<file path="config.mk">
export PLATFORM = sky130hd
export DESIGN_NAME = branch_resolve_queue_flat
export DESIGN_NICKNAME = d
export VERILOG_FILES = /design/src/rtl/branch_resolve_queue_if.sv /design/src/rtl/branch_resolve_queue.sv /design/src/flat_wrapper.sv
export SDC_FILE = /design/constraint.sdc
export NUM_CORES = 1
export LEC_CHECK = 0
export CORE_AREA = 2 2 168 170
export CTS_CLUSTER_SIZE = 16
export DETAILED_ROUTE_END_ITERATION = 8
export DIE_AREA = 0 0 170 172
export PLACE_DENSITY = 0.84
export RECOVER_POWER = 100
export SKIP_LAST_GASP = 1
export SLEW_MARGIN = 5
export SYNTH_ARGS = -nofsm -noshare
export SYNTH_HDL_FRONTEND = slang
export SYNTH_SLANG_ARGS = --single-unit
</file>
<file path="constraint.sdc">
create_clock -name clk -period 5 [get_ports clk]
set_clock_uncertainty 0.15 [all_clocks]
set_input_delay 1 -clock clk [delete_from_list [all_inputs] [get_ports clk]]
set_output_delay 1 -clock clk [all_outputs]
set_load 0.01 [all_outputs]
</file>
<file path="src/rtl/branch_resolve_queue_if.sv">
// -----------------------------------------------------------------------------
// branch_resolve_queue_pkg / branch_resolve_queue_if
//
// Purpose : shared direction type plus the bundle of fetch-side, execute-side
//           and table/PC-mux-side signals used by branch_resolve_queue.
//
// Signal summary (direction as seen by the queue, modport slave):
//   push, push_pc[31:0], push_dir, push_target[31:0]      in   fetch prediction
//   full, empty                                           out  occupancy
//   resolve, resolve_taken, resolve_target[31:0], flush   in   execute / squash
//   predict_en, resolved_pc[31:0], predictionFailed       out  table update
//   redirect, redirect_pc[31:0]                           out  PC-mux redirect
//   underflow_err                                         out  sticky error
//   branch_cnt[31:0], mispredict_cnt[31:0]                out  perf counters
//
// The master modport is the view of the surrounding pipeline (or a bench).
// -----------------------------------------------------------------------------
package branch_resolve_queue_pkg;
    typedef enum logic {
        NOTTAKEN = 1'b0,
        TAKEN    = 1'b1
    } predictmux_t;
endpackage

interface branch_resolve_queue_if;
    // Fetch side
    logic                                push;
    logic [31:0]                         push_pc;
    branch_resolve_queue_pkg::predictmux_t push_dir;
    logic [31:0]                         push_target;
    logic                                full;
    logic                                empty;
    // Execute side
    logic                                resolve;
    logic                                resolve_taken;
    logic [31:0]                         resolve_target;
    logic                                flush;
    // Direction table / PC mux side
    logic                                predict_en;
    logic [31:0]                         resolved_pc;
    logic                                predictionFailed;
    logic                                redirect;
    logic [31:0]                         redirect_pc;
    // Status
    logic                                underflow_err;
    logic [31:0]                         branch_cnt;
    logic [31:0]                         mispredict_cnt;

    modport master (
        output push, push_pc, push_dir, push_target,
        output resolve, resolve_taken, resolve_target, flush,
        input  full, empty,
        input  predict_en, resolved_pc, predictionFailed, redirect, redirect_pc,
        input  underflow_err, branch_cnt, mispredict_cnt
    );

    modport slave (
        input  push, push_pc, push_dir, push_target,
        input  resolve, resolve_taken, resolve_target, flush,
        output full, empty,
        output predict_en, resolved_pc, predictionFailed, redirect, redirect_pc,
        output underflow_err, branch_cnt, mispredict_cnt
    );
endinterface

</file>
<file path="src/rtl/branch_resolve_queue.sv">
// -----------------------------------------------------------------------------
// branch_resolve_queue
//
// Purpose : holds every direction prediction issued by fetch (program order)
//           until execute resolves it (oldest first). Each resolve produces a
//           one-cycle update strobe for the local direction table and, on a
//           direction or target miss, a redirect to the PC mux. A redirect or
//           an external flush discards every in-flight (wrong-path) entry.
//
// Parameters : DEPTH - in-flight predictions, power of two, >= 2
//
// Ports :
//   clk  - rising-edge clock
//   rst  - asynchronous active-low reset
//   bus  - branch_resolve_queue_if.slave (push / resolve / flush inputs,
//          full / empty, update strobe, redirect, error and counter outputs)
//
// Build option : define BRQ_PERF_CNT_EN to instantiate the 32-bit wrapping
//   branch_cnt / mispredict_cnt counters; otherwise both read as 0 and no
//   counter flops exist.
// -----------------------------------------------------------------------------
module branch_resolve_queue
    import branch_resolve_queue_pkg::*;
#(
    parameter int DEPTH = 4
) (
    input  logic                  clk,
    input  logic                  rst,
    branch_resolve_queue_if.slave bus
);

    localparam int PTR_W = $clog2(DEPTH);
    localparam int CNT_W = PTR_W + 1;

    // Correct next PC once the real direction is known.
    function automatic logic [31:0] next_pc(input logic        taken,
                                            input logic [31:0] target,
                                            input logic [31:0] pc);
        return taken ? target : pc + 32'd4;
    endfunction

    // -------------------------------------------------------------------------
    // Storage and occupancy (stage p0: queue state)
    // -------------------------------------------------------------------------
    logic [31:0]  pc_mem  [DEPTH];
    predictmux_t  dir_mem [DEPTH];
    logic [31:0]  tgt_mem [DEPTH];

    logic [PTR_W-1:0] head_q;
    logic [PTR_W-1:0] tail_q;
    logic [CNT_W-1:0] count_q;

    logic        full_p0;
    logic        empty_p0;
    logic        pop_p0;
    logic        push_ok_p0;
    logic        dir_miss_p0;
    logic        tgt_miss_p0;
    logic        redirect_p0;
    logic        squash_p0;
    logic [31:0] head_pc_p0;
    logic        head_taken_p0;
    logic [31:0] head_tgt_p0;

    assign full_p0  = (count_q == CNT_W'(DEPTH));
    assign empty_p0 = (count_q == '0);

    assign head_pc_p0    = pc_mem[head_q];
    assign head_taken_p0 = (dir_mem[head_q] == TAKEN);
    assign head_tgt_p0   = tgt_mem[head_q];

    assign pop_p0      = bus.resolve && !empty_p0;
    assign dir_miss_p0 = head_taken_p0 != bus.resolve_taken;
    assign tgt_miss_p0 = head_taken_p0 && bus.resolve_taken &&
                         (head_tgt_p0 != bus.resolve_target);

    // Flush owns the front end, so it masks the redirect of a same-cycle miss.
    assign redirect_p0 = pop_p0 && (dir_miss_p0 || tgt_miss_p0) && !bus.flush;
    // Either event empties the queue; younger entries are wrong-path.
    assign squash_p0   = bus.flush || redirect_p0;
    // A pop in the same cycle frees a slot even when currently full.
    assign push_ok_p0  = bus.push && (!full_p0 || pop_p0) && !squash_p0;

    always_ff @(posedge clk or negedge rst) begin
        if (!rst) begin
            head_q  <= '0;
            tail_q  <= '0;
            count_q <= '0;
        end else if (squash_p0) begin
            head_q  <= '0;
            tail_q  <= '0;
            count_q <= '0;
        end else begin
            if (pop_p0)
                head_q <= head_q + PTR_W'(1);
            if (push_ok_p0)
                tail_q <= tail_q + PTR_W'(1);
            count_q <= count_q + CNT_W'(push_ok_p0) - CNT_W'(pop_p0);
        end
    end

    // Entry payload carries no reset; occupancy decides what is meaningful.
    always_ff @(posedge clk) begin
        if (push_ok_p0) begin
            pc_mem[tail_q]  <= bus.push_pc;
            dir_mem[tail_q] <= bus.push_dir;
            tgt_mem[tail_q] <= bus.push_target;
        end
    end

    // -------------------------------------------------------------------------
    // Registered update / redirect outputs (stage p1)
    // -------------------------------------------------------------------------
    logic        vld_p1;
    logic [31:0] resolved_pc_p1;
    logic        pred_fail_p1;
    logic        redirect_p1;
    logic [31:0] redirect_pc_p1;
    logic        underflow_q;

    always_ff @(posedge clk or negedge rst) begin
        if (!rst) begin
            vld_p1         <= 1'b0;
            resolved_pc_p1 <= '0;
            pred_fail_p1   <= 1'b0;
            redirect_p1    <= 1'b0;
            redirect_pc_p1 <= '0;
            underflow_q    <= 1'b0;
        end else begin
            vld_p1       <= pop_p0;
            pred_fail_p1 <= pop_p0 && dir_miss_p0;
            redirect_p1  <= redirect_p0;
            if (pop_p0) begin
                resolved_pc_p1 <= head_pc_p0;
                redirect_pc_p1 <= next_pc(bus.resolve_taken, bus.resolve_target,
                                          head_pc_p0);
            end
            if (bus.resolve && empty_p0)
                underflow_q <= 1'b1;
        end
    end

`ifdef BRQ_PERF_CNT_EN
    logic [31:0] branch_cnt_q;
    logic [31:0] mispredict_cnt_q;

    always_ff @(posedge clk or negedge rst) begin
        if (!rst) begin
            branch_cnt_q     <= '0;
            mispredict_cnt_q <= '0;
        end else begin
            if (pop_p0)
                branch_cnt_q <= branch_cnt_q + 32'd1;
            if (redirect_p0)
                mispredict_cnt_q <= mispredict_cnt_q + 32'd1;
        end
    end

    assign bus.branch_cnt     = branch_cnt_q;
    assign bus.mispredict_cnt = mispredict_cnt_q;
`else
    assign bus.branch_cnt     = '0;
    assign bus.mispredict_cnt = '0;
`endif

    assign bus.full             = full_p0;
    assign bus.empty            = empty_p0;
    assign bus.predict_en       = vld_p1;
    assign bus.resolved_pc      = resolved_pc_p1;
    assign bus.predictionFailed = pred_fail_p1;
    assign bus.redirect         = redirect_p1;
    assign bus.redirect_pc      = redirect_pc_p1;
    assign bus.underflow_err    = underflow_q;

endmodule

</file>
<file path="src/flat_wrapper.sv">
// flat-port wrapper written by rule: the top's interface ports become plain ports
module branch_resolve_queue_flat import branch_resolve_queue_pkg::*;
#(
    parameter int DEPTH = 4
)
  (clk, rst, bus_push, bus_push_pc, bus_push_dir, bus_push_target, bus_resolve, bus_resolve_taken, bus_resolve_target, bus_flush, bus_full, bus_empty, bus_predict_en, bus_resolved_pc, bus_predictionFailed, bus_redirect, bus_redirect_pc, bus_underflow_err, bus_branch_cnt, bus_mispredict_cnt);
  branch_resolve_queue_if bus_i ();
  input  logic clk;
  input  logic rst;
  input wire logic [$bits(bus_i.push)-1:0] bus_push;
  input wire logic [$bits(bus_i.push_pc)-1:0] bus_push_pc;
  input wire logic [$bits(bus_i.push_dir)-1:0] bus_push_dir;
  input wire logic [$bits(bus_i.push_target)-1:0] bus_push_target;
  input wire logic [$bits(bus_i.resolve)-1:0] bus_resolve;
  input wire logic [$bits(bus_i.resolve_taken)-1:0] bus_resolve_taken;
  input wire logic [$bits(bus_i.resolve_target)-1:0] bus_resolve_target;
  input wire logic [$bits(bus_i.flush)-1:0] bus_flush;
  output wire logic [$bits(bus_i.full)-1:0] bus_full;
  output wire logic [$bits(bus_i.empty)-1:0] bus_empty;
  output wire logic [$bits(bus_i.predict_en)-1:0] bus_predict_en;
  output wire logic [$bits(bus_i.resolved_pc)-1:0] bus_resolved_pc;
  output wire logic [$bits(bus_i.predictionFailed)-1:0] bus_predictionFailed;
  output wire logic [$bits(bus_i.redirect)-1:0] bus_redirect;
  output wire logic [$bits(bus_i.redirect_pc)-1:0] bus_redirect_pc;
  output wire logic [$bits(bus_i.underflow_err)-1:0] bus_underflow_err;
  output wire logic [$bits(bus_i.branch_cnt)-1:0] bus_branch_cnt;
  output wire logic [$bits(bus_i.mispredict_cnt)-1:0] bus_mispredict_cnt;
  assign bus_i.push = bus_push;
  assign bus_i.push_pc = bus_push_pc;
  assign bus_i.push_dir = bus_push_dir;
  assign bus_i.push_target = bus_push_target;
  assign bus_i.resolve = bus_resolve;
  assign bus_i.resolve_taken = bus_resolve_taken;
  assign bus_i.resolve_target = bus_resolve_target;
  assign bus_i.flush = bus_flush;
  assign bus_full = bus_i.full;
  assign bus_empty = bus_i.empty;
  assign bus_predict_en = bus_i.predict_en;
  assign bus_resolved_pc = bus_i.resolved_pc;
  assign bus_predictionFailed = bus_i.predictionFailed;
  assign bus_redirect = bus_i.redirect;
  assign bus_redirect_pc = bus_i.redirect_pc;
  assign bus_underflow_err = bus_i.underflow_err;
  assign bus_branch_cnt = bus_i.branch_cnt;
  assign bus_mispredict_cnt = bus_i.mispredict_cnt;
  branch_resolve_queue #(.DEPTH(DEPTH)) u_core (.clk(clk), .rst(rst), .bus(bus_i));
endmodule
</file>
[Word level (Yosys, flattened, before mapping)]
Memory sizes are Yosys's and may differ from the RTL's.
Index checks and enable logic that the tools add are counted.
Word-level totals
  register bits: 75
  memory bits (writable): 260
  input bits: 103
  output and inout bits: 134
  logic and storage cells: 47
  memories kept: 3
Memory list
  u_core.pc_mem: depth 4, bits a word 32, read ports 1, clocked after memory_dff 0, write ports 1, RTL line branch_resolve_queue.sv:45  | logic [31:0] pc_mem [DEPTH];
  u_core.tgt_mem: depth 4, bits a word 32, read ports 1, clocked after memory_dff 0, write ports 1, RTL line branch_resolve_queue.sv:47  | logic [31:0] tgt_mem [DEPTH];
  u_core.dir_mem: depth 4, bits a word 1, read ports 1, clocked after memory_dff 0, write ports 1, RTL line branch_resolve_queue.sv:46  | predictmux_t dir_mem [DEPTH];
Operators by class
  add/subtract/negate cells: 5
  eq/ne operators: 3
  muxes and demuxes: 8
  reductions and logical operators: 19
Operators with widths (count)
  $add A32 B3 Y32 const B: 1
  $mux W32: 1
  $ne A32 B32 Y1: 1
  $logic_and A1 B1 Y1: 9
  $mux W2: 4
  $add A2 B1 Y2 const B: 2
  $logic_not A1 Y1: 4
  $reduce_bool A2 Y1: 2
  $add A3 B1 Y3: 1
  $eq A3 B3 Y1 const B: 1
  $logic_not A3 Y1: 1
  $logic_or A1 B1 Y1: 3
  $mux W3: 1
  $sub A3 B1 Y3: 1
  $mux W1: 2
  $ne A1 B1 Y1: 1

[Logic depth before layout (Yosys ltp)]
An unclocked memory read counts as a cell.
  depth in word-level cells: 12
  mapped depth: 16
  gate-level depth less buffers: 13

[Worst setup path before layout]
No wires, ideal clock.
  path kind: register to register
  start: reg u_core.head_q[0]
  end: mem u_core.dir_mem[0] (netlist bit) (enable)
  setup time: 0.430 ns
  arrival time: 3.636 ns
  data required time: 4.420 ns
  setup slack: 0.784 ns
  stages on the path, launching flop included: 11
  path buffers: 3
  period minus slack after synthesis: 4.216 ns
  cells stage by stage: dfrtp_1 buf_6 buf_12 mux4_1 xnor2_1 nand4_1 nor4_1 a21boi_1 o21ai_2 buf_4 and3_1
Between the ends
  cells in the longest elaborated chain, start to end: 11
  elaborated cells on any way between the ends: 14
  classes of those cells: eq/ne: 2; mux: 2; reduce/logical: 8; memory: 2
RTL lines
  start: declaration: RTL line branch_resolve_queue.sv:49  | logic [PTR_W-1:0] head_q;
  start signal: assignment: RTL line branch_resolve_queue.sv:95  | head_q <= head_q + PTR_W'(1);
  $mem_v2 Z4 W32 or $mem_v2 Z4 W1 (tied branches)
  $ne A32 B32 Y1 or $logic_and A1 B1 Y1 (tied branches): RTL line branch_resolve_queue.sv:75, branch_resolve_queue.sv:74
  $logic_and A1 B1 Y1: RTL line branch_resolve_queue.sv:74  | assign tgt_miss_p0 = head_taken_p0 && bus.resolve_taken &&
  $logic_or A1 B1 Y1 (*): RTL line branch_resolve_queue.sv:78  | assign redirect_p0 = pop_p0 && (dir_miss_p0 || tgt_miss_p0) && !bus.flush;
  $logic_and A1 B1 Y1 (*) (2 in a row): RTL line branch_resolve_queue.sv:78
  $logic_or A1 B1 Y1 (*): RTL line branch_resolve_queue.sv:80  | assign squash_p0 = bus.flush || redirect_p0;
  $logic_not A1 Y1 (*): RTL line branch_resolve_queue.sv:82  | assign push_ok_p0 = bus.push && (!full_p0 || pop_p0) && !squash_p0;
  $logic_and A1 B1 Y1 (*): RTL line branch_resolve_queue.sv:82
  $mux W1 (*): RTL line branch_resolve_queue.sv:104  | if (push_ok_p0) begin
  $mux W1 (implied by the code) (*): RTL line branch_resolve_queue.sv:106  | dir_mem[tail_q] <= bus.push_dir;
  end: declaration: RTL line branch_resolve_queue.sv:46
Every way passes the cells marked *; elsewhere a longest branch is shown, timed or not.

[Final worst setup path]
  start: reg u_core.head_q[0]
  end: mem u_core.pc_mem[1][21] (enable)
Between the ends
  cells in the longest elaborated chain, start to end: 11
  elaborated cells on any way between the ends: 14
  classes of those cells: eq/ne: 2; mux: 2; reduce/logical: 8; memory: 2
RTL lines
  $mem_v2 Z4 W32 or $mem_v2 Z4 W1 (tied branches)
  $ne A32 B32 Y1 or $logic_and A1 B1 Y1 (tied branches): RTL line branch_resolve_queue.sv:75, branch_resolve_queue.sv:74
  $logic_and A1 B1 Y1: RTL line branch_resolve_queue.sv:74
  $logic_or A1 B1 Y1 (*): RTL line branch_resolve_queue.sv:78
  $logic_and A1 B1 Y1 (*) (2 in a row): RTL line branch_resolve_queue.sv:78
  $logic_or A1 B1 Y1 (*): RTL line branch_resolve_queue.sv:80
  $logic_not A1 Y1 (*): RTL line branch_resolve_queue.sv:82
  $logic_and A1 B1 Y1 (*): RTL line branch_resolve_queue.sv:82
  $mux W1 (*): RTL line branch_resolve_queue.sv:104
  $mux W1 (implied by the code) (*): RTL line branch_resolve_queue.sv:105  | pc_mem[tail_q] <= bus.push_pc;
  end: declaration: RTL line branch_resolve_queue.sv:45
Marks and branches as above.

==> impl_metrics.toml <==
[logic_synthesis]
async_flop_share = 0.224
synth_edf_count = 260
syn_area_sq_um = 14300
synth_top_area_frac = 0.547
synthTopCellsByArea = "edfxtp_1, dfrtp_1, mux4_1"
synth_ff_type = "edfxtp_1"
synth.distinct_cells = 49
synth_seq_cells = 335
ys_warn_count = 0
synth_most_common_cell = "edfxtp_1"
yosys-top-cells-count = "edfxtp_1, nand2_1, dfrtp_1, buf_4, xnor2_1"
synth_top_cell_by_area = "edfxtp_1"
seq_area_frac_synth = 0.678
syn_area_per_cell_sq_um = 16.4
syn_inst = 873

[hold_path]
min_path_cells = 1
worst_hold_path.endpoint = "u_core.bus.underflow_err"
hp-class = "reg2reg"
hp-start = "u_core.bus.underflow_err"

[finish]
nets = 1174
fillers = 1900
drive_gt1_frac = 0.105
syn_to_final_growth_pct = 20.8

[run_status]
status = "finished, violations left"
failed_checks = "capacitance limit, slew limit"

[route]
via_per_inst = 5.60
routed_wl_microns = 33000
drtAntennaViolNets = 0
wire_per_inst_microns = 22.8
drt_iter0_markers = 775
drtPass1Iterations = 5
drc = 0
vias = 8095

[worst_setup_path]
reg2regPathDepth = 9
arrival_ns = 4.50
path_max_fanout = 52
cp-end-kind = "register"
worstPathCellList = "buf_4, mux4_2, xnor2_1, nand4_1, nor4_1, a21boi_0, o21ai_2, and3_1, clkbuf_4"
startpoint_type = "register"
reg2reg_from = "u_core.head_q[0]"
max_stage_delay_ns = 0.89
reg2reg_slack_ns = 0.47
critPathSlowestCell = "dfrtp_4"
critical_path_class = "reg2reg"
cp.required_ns = 4.97
rr_endpoint = "u_core.pc_mem[1][21]"

[clock_tree]
clock_latency_ns = 0.51
cts_sinks = 335
cts_buffers = 34
post_cts_buffers = 0
root_buffer = "clkbuf_16"
cts_htree_levels = 2
path_clk_slew_ns = 0.06
ctsResizeCount = 0
clockBufferDepth = 3
hold_buffers = 0
cts_tree = "done"

[timing]
timing.final.crit_share = 0.907
rsz0062_at_grt = "false"
slew_violations = 218
slew_headroom = -0.458
max_freq_mhz = 221
timing.setup.tns_ns = 0
setup_viol = 0
worstMarginPinSlew_ns = 2.19
hold-worst-slack_ns = 0.301
fin_crit_ns = 4.53
hold_viol_final = 0

[global_route]
grt_pass1_wl_microns = 48300
grt_pass1_vias = 8006
grt_max_degree = 90
antenna_found_initial = 13
overflow = 0
grtUsageTotal = 0.224

[pwr]
p_int_mw = 5.90
switchingPower_mw = 2.23
p_seq_frac = 0.447
leakage_nw = 6.36
p_comb_frac = 0.231
clkPwrFrac = 0.323
netSwitchingFraction = 0.274
vdd_ir_drop_max_mv = 0.273
cellPowerDensity_nw_per_um2 = 472

[placement]
port_buffers = 172
place.gp.congestion = 0.804
dpl.hpwl_microns = 21800

[floorplanning]
die_h_microns = 172
die_area_sq_um = 29200
die_w_microns = 170
initial_core_util = 0.520
core_area_sq_um = 27500
ios = 237
fp-row-count = 61

[run]
cap_violations = 4
==> layout by cell type (no fill, tap or decap), drive strengths merged, types with 4 or more instances in the layout <==
cell type / Yosys / final
dfrtp: 75 / 75
nand3: 12 / 12
edfxtp: 260 / 260
nand4: 17 / 17
xor2: 7 / 7
mux4: 64 / 64
diode: 0 / 12
nand2: 139 / 139
clkinv: 1 / 5
mux2i: 21 / 21
conb: 1 / 64
a21oi: 7 / 7
clkbuf: 20 / 60
xnor2: 57 / 57
dlygate4sd3: 0 / 136
and3b: 4 / 4
nor2: 18 / 18
and3: 8 / 8
buf: 80 / 13
and2: 6 / 6
o21ai: 40 / 40
ha: 8 / 8
clkdlybuf4s50: 0 / 34
inv: 8 / 9
==> how the worst max path moves through the flow <==
stage / start / to / slack, ns / depth (start not counted)
finish: u_core.head_q[0] / u_core.pc_mem[1][21] / 0.47 / 9
global route: u_core.head_q[0] / u_core.pc_mem[1][21] / 0.22 / 9
CTS: u_core.head_q[0] / u_core.count_q[2] / 0.66 / 14
detailed placement: u_core.head_q[0] / u_core.count_q[2] / 0.65 / 14
global placement: u_core.head_q[0] / u_core.count_q[2] / 0.68 / 14
floorplan: u_core.head_q[0] / u_core.dir_mem[0] / 0.78 / 10
==> state kept, by name, summed over array words and instances, names as in the netlist <==
name and count:
u_core.count_q 3, u_core.tgt_mem 128, u_core.bus.resolved_pc 32, u_core.dir_mem 4, u_core.tail_q 2, u_core.bus.predict_en 1, u_core.bus.predictionFailed 1, u_core.head_q 2
u_core.bus.redirect 1, u_core.bus.redirect_pc 32, u_core.pc_mem 128, u_core.bus.underflow_err 1
==> final cells by class <==
class | instances | area, sq um | area share
Clock inverter | 9 | 128 | 0.00740
Sequential cell | 335 | 9690 | 0.562
Clock buffer | 53 | 1060 | 0.0612
Inverter | 9 | 33.8 | 0.00196
Multi-Input combinational cell | 492 | 4000 | 0.232
Antenna cell | 12 | 30.0 | 0.00174
Timing Repair Buffer | 190 | 1880 | 0.109
Tap cell | 346 | 433 | 0.0251
==> per-stage QoR <==
| step | area, sq um | total power, mW | util | instances | setup WS (ns) |
|---|---|---|---|---|---|
| after floorplan | 14500 | 4.78 | - | 936 | 0.784 |
| after global placement | 16100 | 5.63 | 0.586 | 1372 | 0.684 |
| after detailed placement | 16100 | 5.68 | 0.586 | 1372 | 0.649 |
| after CTS | 17300 | 8.30 | 0.629 | 1434 | 0.657 |
| after global routing | 17200 | 8.48 | 0.627 | 1440 | 0.219 |
| final | 17200 | 8.13 | 0.628 | 1446 | 0.467 |
==> power by group through the flow <==
stage	logic (mW)	registers [mW]	clock network, mW
after floorplan	1.03	3.75	0
after global placement	1.94	3.68	0
after detailed placement	1.99	3.69	0
after CTS	2.01	3.64	2.65
after global routing	2.05	3.68	2.76
final	1.88	3.63	2.62
==> metal layers <==
metal,global-route usage,part of all wire,wire length [microns],vias up
li1,-,-,-,3531
met1,0.299,0.39,12900,4055
met2,0.357,0.48,15900,423
met3,0.0533,0.084,2770,80
met4,0.100,0.041,1350,6
met5,0,0.0012,38,-
==> cells by family (layout without fill, tap and decap cells) <==
| kind of cell | after synthesis | after routing | synth area share |
|---|---|---|---|
| compound gates | 51 | 51 | 0.0188 |
| flops | 335 | 335 | 0.678 |
| simple gates | 218 | 218 | 0.0726 |
| mux | 86 | 86 | 0.125 |
| xor+xnor | 64 | 64 | 0.0393 |
| other cells | 1 | 76 | 0.000263 |
| fa+ha+maj | 9 | 9 | 0.00841 |
| buf+inv | 109 | 261 | 0.0570 |
==> critical path, delay by kind of cell (launching register included) <==
kind / cells / cell delay (ns)
multiplexers: 1 / 0.53
AND/OR/NAND/NOR: 3 / 0.67
buffers and inverters: 2 / 1.05
AO/OA/AOI/OAI: 2 / 0.56
XOR/XNOR: 1 / 0.20
flip-flops: 1 / 0.89
(Power assumes the default switching activity.)
